<file path="config.mk">
export PLATFORM = sky130hd
export DESIGN_NAME = slide_collector
export DESIGN_NICKNAME = d
export VERILOG_FILES = /design/src/rtl/slide_collector.sv
export SDC_FILE = /design/constraint.sdc
export NUM_CORES = 2
export LEC_CHECK = 0
export ABC_AREA = 1
export BUFFER_PORTS_ARGS = -buffer_cell sky130_fd_sc_hd__buf_2
export CAP_MARGIN = 20
export CORE_ASPECT_RATIO = 0.75
export CORE_UTILIZATION = 35
export CTS_BUF_LIST = sky130_fd_sc_hd__clkbuf_4 sky130_fd_sc_hd__clkbuf_8
export DETAILED_ROUTE_END_ITERATION = 8
export HOLD_SLACK_MARGIN = 0.06
export PLACE_DENSITY = 0.55
export SYNTH_ARGS = -nofsm -noshare
export SYNTH_HDL_FRONTEND = slang
export SYNTH_SLANG_ARGS = --single-unit
</file>
<file path="constraint.sdc">
create_clock -name clk -period 6.3 [get_ports clk]
set_input_delay 1.26 -clock clk [delete_from_list [all_inputs] [get_ports clk]]
set_output_delay 1.26 -clock clk [all_outputs]
set_load 0.02 [all_outputs]
</file>
<file path="src/rtl/slide_collector.sv">
`default_nettype none
// ============================================================================
// Module   : slide_collector
// Purpose  : Buffers one frame of sliding-window results (raster order, tagged)
//            and replays it in raster order over a valid/ready stream.
// Revision : 1.0  initial release
// ============================================================================
module slide_collector #(
  parameter int DATA_W = 8,
  parameter int COLS   = 15,
  parameter int ROWS   = 15
) (
  input  logic              clk,
  input  logic              rst,
  input  logic              in_valid,
  output logic              in_ready,
  input  logic [DATA_W-1:0] in_data,
  input  logic [3:0]        in_row,
  input  logic [3:0]        in_col,
  output logic              out_valid,
  input  logic              out_ready,
  output logic [DATA_W-1:0] out_data,
  output logic [3:0]        out_row,
  output logic [3:0]        out_col,
  output logic              out_last,
  output logic              frame_done,
  output logic              err_order
);

  localparam int         c_DEPTH    = ROWS * COLS;
  localparam logic [3:0] c_LAST_ROW = 4'(ROWS - 1);
  localparam logic [3:0] c_LAST_COL = 4'(COLS - 1);
  localparam logic [7:0] c_COLS8    = 8'(COLS);

  typedef enum logic [0:0] {
    ST_FILL  = 1'b0,
    ST_DRAIN = 1'b1
  } state_t;

  state_t            r_state;
  logic [3:0]        r_exp_row;
  logic [3:0]        r_exp_col;
  logic [3:0]        r_rd_row;
  logic [3:0]        r_rd_col;
  logic              r_in_ready;
  logic              r_out_valid;
  logic [DATA_W-1:0] r_out_data;
  logic [3:0]        r_out_row;
  logic [3:0]        r_out_col;
  logic              r_out_last;
  logic              r_frame_done;
  logic              r_err_order;
  logic [DATA_W-1:0] r_mem [c_DEPTH];

  logic       w_accept;
  logic       w_match;
  logic       w_wr_en;
  logic       w_exp_last;
  logic       w_rd_last;
  logic       w_hs;
  logic       w_load;
  logic [7:0] w_wr_addr;
  logic [7:0] w_rd_addr;

  assign w_accept   = (r_state == ST_FILL) && in_valid && r_in_ready;
  assign w_match    = (in_row == r_exp_row) && (in_col == r_exp_col);
  assign w_wr_en    = w_accept && w_match;
  assign w_exp_last = (r_exp_row == c_LAST_ROW) && (r_exp_col == c_LAST_COL);
  assign w_rd_last  = (r_rd_row == c_LAST_ROW) && (r_rd_col == c_LAST_COL);
  assign w_hs       = r_out_valid && out_ready;
  // Refill the output register when it is empty or being consumed, except on
  // the final handshake, which closes the frame instead.
  assign w_load     = (r_state == ST_DRAIN) && (!r_out_valid || out_ready) &&
                      !(w_hs && r_out_last);
  assign w_wr_addr  = {4'b0000, r_exp_row} * c_COLS8 + {4'b0000, r_exp_col};
  assign w_rd_addr  = {4'b0000, r_rd_row} * c_COLS8 + {4'b0000, r_rd_col};

  always_ff @(posedge clk) begin
    if (w_wr_en) begin
      r_mem[w_wr_addr] <= in_data;
    end
  end

  always_ff @(posedge clk) begin
    if (rst) begin
      r_state      <= ST_FILL;
      r_exp_row    <= 4'd0;
      r_exp_col    <= 4'd0;
      r_rd_row     <= 4'd0;
      r_rd_col     <= 4'd0;
      r_in_ready   <= 1'b0;
      r_out_valid  <= 1'b0;
      r_out_data   <= '0;
      r_out_row    <= 4'd0;
      r_out_col    <= 4'd0;
      r_out_last   <= 1'b0;
      r_frame_done <= 1'b0;
      r_err_order  <= 1'b0;
    end else begin
      r_frame_done <= 1'b0;
      case (r_state)
        ST_FILL: begin
          r_in_ready <= 1'b1;
          if (w_accept) begin
            if (!w_match) begin
              r_err_order <= 1'b1;
            end else if (w_exp_last) begin
              r_state    <= ST_DRAIN;
              r_in_ready <= 1'b0;
              r_exp_row  <= 4'd0;
              r_exp_col  <= 4'd0;
              r_rd_row   <= 4'd0;
              r_rd_col   <= 4'd0;
            end else if (r_exp_col == c_LAST_COL) begin
              r_exp_col <= 4'd0;
              r_exp_row <= r_exp_row + 4'd1;
            end else begin
              r_exp_col <= r_exp_col + 4'd1;
            end
          end
        end
        ST_DRAIN: begin
          if (w_hs && r_out_last) begin
            r_out_valid  <= 1'b0;
            r_out_last   <= 1'b0;
            r_frame_done <= 1'b1;
            r_state      <= ST_FILL;
            r_in_ready   <= 1'b1;
            r_exp_row    <= 4'd0;
            r_exp_col    <= 4'd0;
          end else if (w_load) begin
            r_out_valid <= 1'b1;
            r_out_data  <= r_mem[w_rd_addr];
            r_out_row   <= r_rd_row;
            r_out_col   <= r_rd_col;
            r_out_last  <= w_rd_last;
            if (r_rd_col == c_LAST_COL) begin
              r_rd_col <= 4'd0;
              r_rd_row <= r_rd_row + 4'd1;
            end else begin
              r_rd_col <= r_rd_col + 4'd1;
            end
          end
        end
        default: r_state <= ST_FILL;
      endcase
    end
  end

  assign in_ready   = r_in_ready;
  assign out_valid  = r_out_valid;
  assign out_data   = r_out_data;
  assign out_row    = r_out_row;
  assign out_col    = r_out_col;
  assign out_last   = r_out_last;
  assign frame_done = r_frame_done;
  assign err_order  = r_err_order;

endmodule
`default_nettype wire

</file>
# Yosys cells after proc, flatten, opt, wreduce, memory -nomap -nowiden
# Memories as Yosys holds them, arrays and structs flattened. A register that Yosys moved wholly into a read port is not among the register bits.
# Index checks and enable logic that the tools add are counted.
[word_totals]
reg_bits = 30
ram_bits = 1800
in_bits = 20
output_inout_bits = 21
elab_cells = 99
n_memories = 1
[memory_table]
columns = ["name", "depth", "width", "rd", "rd_ports_with_merged_regs", "wr", "line_no", "source"]
rows = [
  ["r_mem", 225, 8, 1, 1, 1, "53", "logic [DATA_W-1:0] r_mem [c_DEPTH];"],
]
[op_classes]
n_addsub = 6
n_mul = 2
n_eq_ne = 14
mux = 39
bitwise_logic = 3
n_reduce_logical = 22
[op_table]
columns = ["cell", "count"]
rows = [
  ["2-to-1 mux 4 bit", 18],
  ["case mux 4 bit (2 select lines)", 4],
  ["adder 4 x 1 -> 4 bit, second input constant", 4],
  ["adder 8 x 4 -> 8 bit", 2],
  ["== test 4 bit, second input constant", 4],
  ["multiplier 4 x 4 -> 8 bit, second input constant", 2],
  ["2-to-1 mux 1 bit", 15],
  ["logical AND 1 bit", 10],
  ["AND reduction 3 bit", 3],
  ["== test 4 bit", 2],
  ["!= test 2 bit, second input constant", 4],
  ["!= test 2 x 1 -> 1 bit, second input constant", 3],
  ["AND reduction 6 bit", 1],
  ["AND reduction 5 bit", 1],
  ["case mux 1 bit (2 select lines)", 2],
  ["AND reduction 4 bit", 1],
  ["!= test 3 x 2 -> 1 bit, second input constant", 1],
  ["NOT 1 bit", 3],
  ["zero test 1 bit", 2],
  ["AND reduction 2 bit", 1],
  ["nonzero test 2 bit", 1],
  ["OR reduction 2 bit", 1],
  ["logical OR 1 bit", 1],
]

# Depth between registers and ports, before layout
[depth]
word_depth = 7
depth_mapped = 23
depth_no_buf = 22

# Worst setup path after synthesis
# No wires, ideal clock.
[synth_path]
path_kind = "reg2reg"
startpoint = "register r_exp_row[2]"
endpoint = "memory r_mem[160][0], enable pin"
t_arrival_ns = 4.118
path_slack_ns = 1.799
path_stages_with_launch = 15
path_buffers = 0
period_less_slack_ns = 4.501
path_cell_list = "dfxtp_1 -> fa_1 -> inv_1 -> fa_1 -> fa_1 -> inv_1 -> ha_1 -> nand2_1 -> nand2_1 -> a31oi_1 -> xor2_1 -> inv_1 -> nor2_4 -> nand3_1 -> nor3_1"
[synth_via]
elab_chain_cells = 5
elab_cells_between_ends = 7
cone_classes = "1 x add/sub; 1 x mul; 1 x eq/ne; 2 x mux; 2 x reduce/logical"
[synth_rtl]
columns = ["element", "line_no", "source"]
rows = [
  ["start: declaration", "41", "logic [3:0] r_exp_row;"],
  ["start signal: assignment", "116", "r_exp_row <= r_exp_row + 4'd1;"],
  ["branches (longest 5 deep; another with multiplier 4 x 4 -> 8 bit)", "n/a", ""],
  ["end: declaration", "53", ""],
]
# Parallel ways; which one is timed is not known.

# Final worst setup path
[layout_path]
startpoint = "register r_exp_row[2]"
endpoint = "memory r_mem[90][1], enable pin"
# Same word-level chain as after synthesis.

==> flow_summary_export.csv <==
group,metric,value,unit
global_routing,antenna_found_initial,14,
pwr,switching_share,0.208,
cts,htreeDepth,5,
finish,fin_nets,6777,
cts,postCtsSetupRepairBufs,0,
cts,clk_latency,1.03,ns
finish,multi_input_area,19400,um2
worst_hold_path,worstHoldPathCells,2,
cts,clock_path_buffers,4,
global_routing,grt_max_degree,196,
setup_path,reg2reg_depth,16,
global_routing,first_global_vias,49500,
yosys,synth_area_leaders,"edfxtp_1 71%, nand2_1 11%, nand3_1 10%",
yosys,avgSynthCellArea,11.5,um2
flow_run,cap_violations,0,
finish,utilization,0.394,
place,io_buffer_count,40,
timing,setup_tns,0,ns
cts,hold_buffers,0,
setup_path,critPathSlowestCell,"nor2_1",
routing,drc_errors,0,
floorplanning,floorplan.die_area,220000,um2
global_routing,grt_use_met2,0.286,
worst_hold_path,min_from,"out_last$_SDFFE_PP0P_",
finish,instances_no_fill,9828,
pwr,vdd_drop_max,0.000223,V
timing,worstMarginPinSlew,1.18,ns
pwr,clkPwrFrac,0.423,
timing,relSlewSlack,0.211,
timing,final_max_slew_viol_count,0,
setup_path,slowest_delay,0.80,ns
routing,drt_iter0_drc,6697,
yosys,ys.flop_type,"edfxtp_1",
setup_path,crit_required,6.95,ns
pwr,p_int,0.0188,W
setup_path,path_max_fanout,16,
pwr,power_density,278,nW/um2
timing,fmax,0.184,GHz
yosys,async_reset_ff_frac,0,
setup_path,timing.rr.end,"r_mem[90][1]$_DFFE_PP_",
setup_path,crit_start,"r_exp_row[2]$_SDFFE_PP0P_",
timing,finalSetupViolCount,0,
setup_path,cp_cell_sequence,"fa_1 > inv_1 > fa_1 > fa_1 > inv_1 > ha_1 > nand2_1 > nand2_1 > a21oi_2 > nor2_1 > nor2_1 > o21bai_4 > xor2_4 > nor2_1 > nand2_1 > nor2_1",
yosys,ys_ff_latch,1838,
pwr,pwr-share-comb,0.013,
place,hpwl,130000,um
cts,cts_tree,"done",
worst_hold_path,min_path_type,"reg2reg",
yosys,synth_cells,6669,
global_routing,grtUsageTotal,0.202,
global_routing,use_met1,0.306,
global_routing,grt_overflow,0,
floorplanning,coreArea,217000,um2
finish,seqCellArea,54800,um2
cts,cts_buffers,297,
place,gp_congestion,0.898,
finish,final_cell_mix,"2279 x nand2_1, 1800 x edfxtp_1, 1571 x nand3_1",
yosys,yosysTopAreaCell,"edfxtp_1",
setup_path,end_kind,"register",
global_routing,grt.busiest_layer,"met1",
place,dp.cells,9325,
pwr,p_leak,30.1,nW
yosys,yosysUniqueCellTypes,42,
routing,wl_per_cell,22.9,um
cts,cts_resized,0,
cts,clock-sinks,1838,
yosys,syn_nets,6747,
timing,rsz0062_at_grt,"false",
yosys,netlist_area,76400,um2
yosys,synth_edf_count,1800,
setup_path,cp-start-kind,"register",
setup_path,reg2reg_slack,0.86,ns
floorplanning,start_util,0.352,
yosys,seq_area_frac_synth,0.718,
setup_path,path_buf_inv,2,
floorplanning,die_w,541,um
setup_path,crit_type,"reg2reg",
finish,fillCellCount,20800,
global_routing,grt_use_met3,0.0466,
setup_path,reg2reg_from,"r_exp_row[2]$_SDFFE_PP0P_",
timing,finalHoldViolCount,0,
setup_path,cpLargestDelayFamily,"simple AND/OR/NAND/NOR gates",
timing,finalCriticalPeriod,5.44,ns
routing,ant_nets,0,
floorplanning,fp.dieH,407,um
routing,vias,51800,
setup_path,cpMostUsedCell,"nor2_1",
routing,drt-total-wl,225000,um
finish,post_route_cells_drive_above_1_share,0.0992,
pwr,seqPwrFrac,0.565,
outcome,outcome,"finished, final reports clean",
setup_path,worstPathArrival,6.10,ns
global_routing,grt_first_pass_wirelength,329000,um
yosys,ys_warn_count,0,
cts,root_buffer,"clkbuf_8",
finish,area_growth,11.7,%
cts,clk_pin_slew,0.07,ns
worst_hold_path,min_to,"out_last$_SDFFE_PP0P_",
finish,layout_commonest_cell,"nand2_1",
timing,final.setup_skew,0.0607,ns
routing,vias_per_cell,5.27,
yosys,synth_top_area_frac,0.708,
floorplanning,io_pins,41,
timing,fin_crit_sh,0.864,
pwr,p_sw,0.00495,W
floorplanning,fp-row-count,148,
routing,dr.pass1.iters,6,
## worst max-delay path by stage
| stage | slack, ns | cells after the start | end |
|---|---|---|---|
| 2_1_floorplan | 1.80 | 14 | r_mem[160][0]$_DFFE_PP_ |
| 3_3_place_gp | 0.97 | 16 | r_mem[80][3]$_DFFE_PP_ |
| 3_5_place_dp | 0.92 | 14 | r_mem[90][0]$_DFFE_PP_ |
| 4_1_cts | 0.92 | 16 | r_mem[90][5]$_DFFE_PP_ |
| 5_1_grt | 0.60 | 16 | r_mem[85][0]$_DFFE_PP_ |
| 6_report | 0.86 | 16 | r_mem[90][1]$_DFFE_PP_ |
## final cells by class
cell class	instances	area share
Multi-Input combinational cell	4323	0.228
Tap cell	2925	0.0429
Timing Repair Buffer	158	0.0178
Sequential cell	1838	0.642
Inverter	81	0.00394
Antenna cell	9	0.000264
Clock inverter	107	0.00859
Clock buffer	387	0.0565
## kinds of logic (layout without fill, tap and decap cells)
logic type / count (synthesis) / in the layout / synth area share
AOI/OAI and AO/OA: 56 / 56 / 0.00426
adders and majority gates: 58 / 58 / 0.0109
and+or+nand+nor: 4188 / 4188 / 0.236
buffers and inverters: 508 / 733 / 0.0287
other: 0 / 9 / 0
xor gates and xnor gates: 21 / 21 / 0.00300
DFF: 1838 / 1838 / 0.718
## cell usage after synthesis (all sizes together), types with 3 or more instances
cell / number
a211oi: 5
a21oi: 22
buf: 229
clkbuf: 198
dfxtp: 38
edfxtp: 1800
fa: 14
ha: 44
inv: 81
nand2: 2302
nand3: 1571
nand4: 3
nor2: 292
nor3: 14
nor3b: 3
o21ai: 22
xor2: 19
## power groups by stage
stage                     sequential (W)  combinational [W]  clock [W]
after global placement            0.0137           0.000311          0
final                             0.0134           0.000304     0.0100
after floorplan                   0.0137         0.00000707          0
after global routing              0.0134           0.000319     0.0107
after CTS                         0.0134           0.000311     0.0102
after detailed placement          0.0137           0.000311          0
## metal layers
layer,part of all wire,vias up
met5,0.000058,-
met4,0.024,2
met3,0.10,360
met2,0.42,2521
met1,0.46,25500
li1,-,23400
## registers in the layout, summed over array words and instances, names as in the netlist
name / flops
err_order: 1
frame_done: 1
in_ready: 1
out_col: 4
out_data: 8
out_last: 1
out_row: 4
out_valid: 1
r_exp_col: 4
r_exp_row: 4
r_mem: 1800
r_rd_col: 4
r_rd_row: 4
r_state: 1
## worst reg2reg max path: stages (launching register included)
cell,delay [ns]
dfxtp_1,0.58
fa_1,0.50
inv_1,0.13
fa_1,0.45
fa_1,0.51
inv_1,0.08
ha_1,0.34
nand2_1,0.08
nand2_1,0.06
a21oi_2,0.17
nor2_1,0.06
nor2_1,0.17
o21bai_4,0.10
xor2_4,0.20
nor2_1,0.28
nand2_1,0.56
nor2_1,0.81
## per-stage QoR
| step | worst slack (ns) | hold WS [ns] | total power [W] | instance area, um2 |
|---|---|---|---|---|
| after detailed placement | 0.919 | 0.468 | 0.0140 | 79800 |
| after CTS | 0.923 | 0.490 | 0.0239 | 85300 |
| after global placement | 0.968 | 0.465 | 0.0140 | 79800 |
| after floorplan | 1.80 | 0.486 | 0.0137 | 76400 |
| after global routing | 0.602 | 0.503 | 0.0244 | 85400 |
| final | 0.856 | 0.492 | 0.0238 | 85400 |
Note: power is estimated with default switching activity, not from simulation.
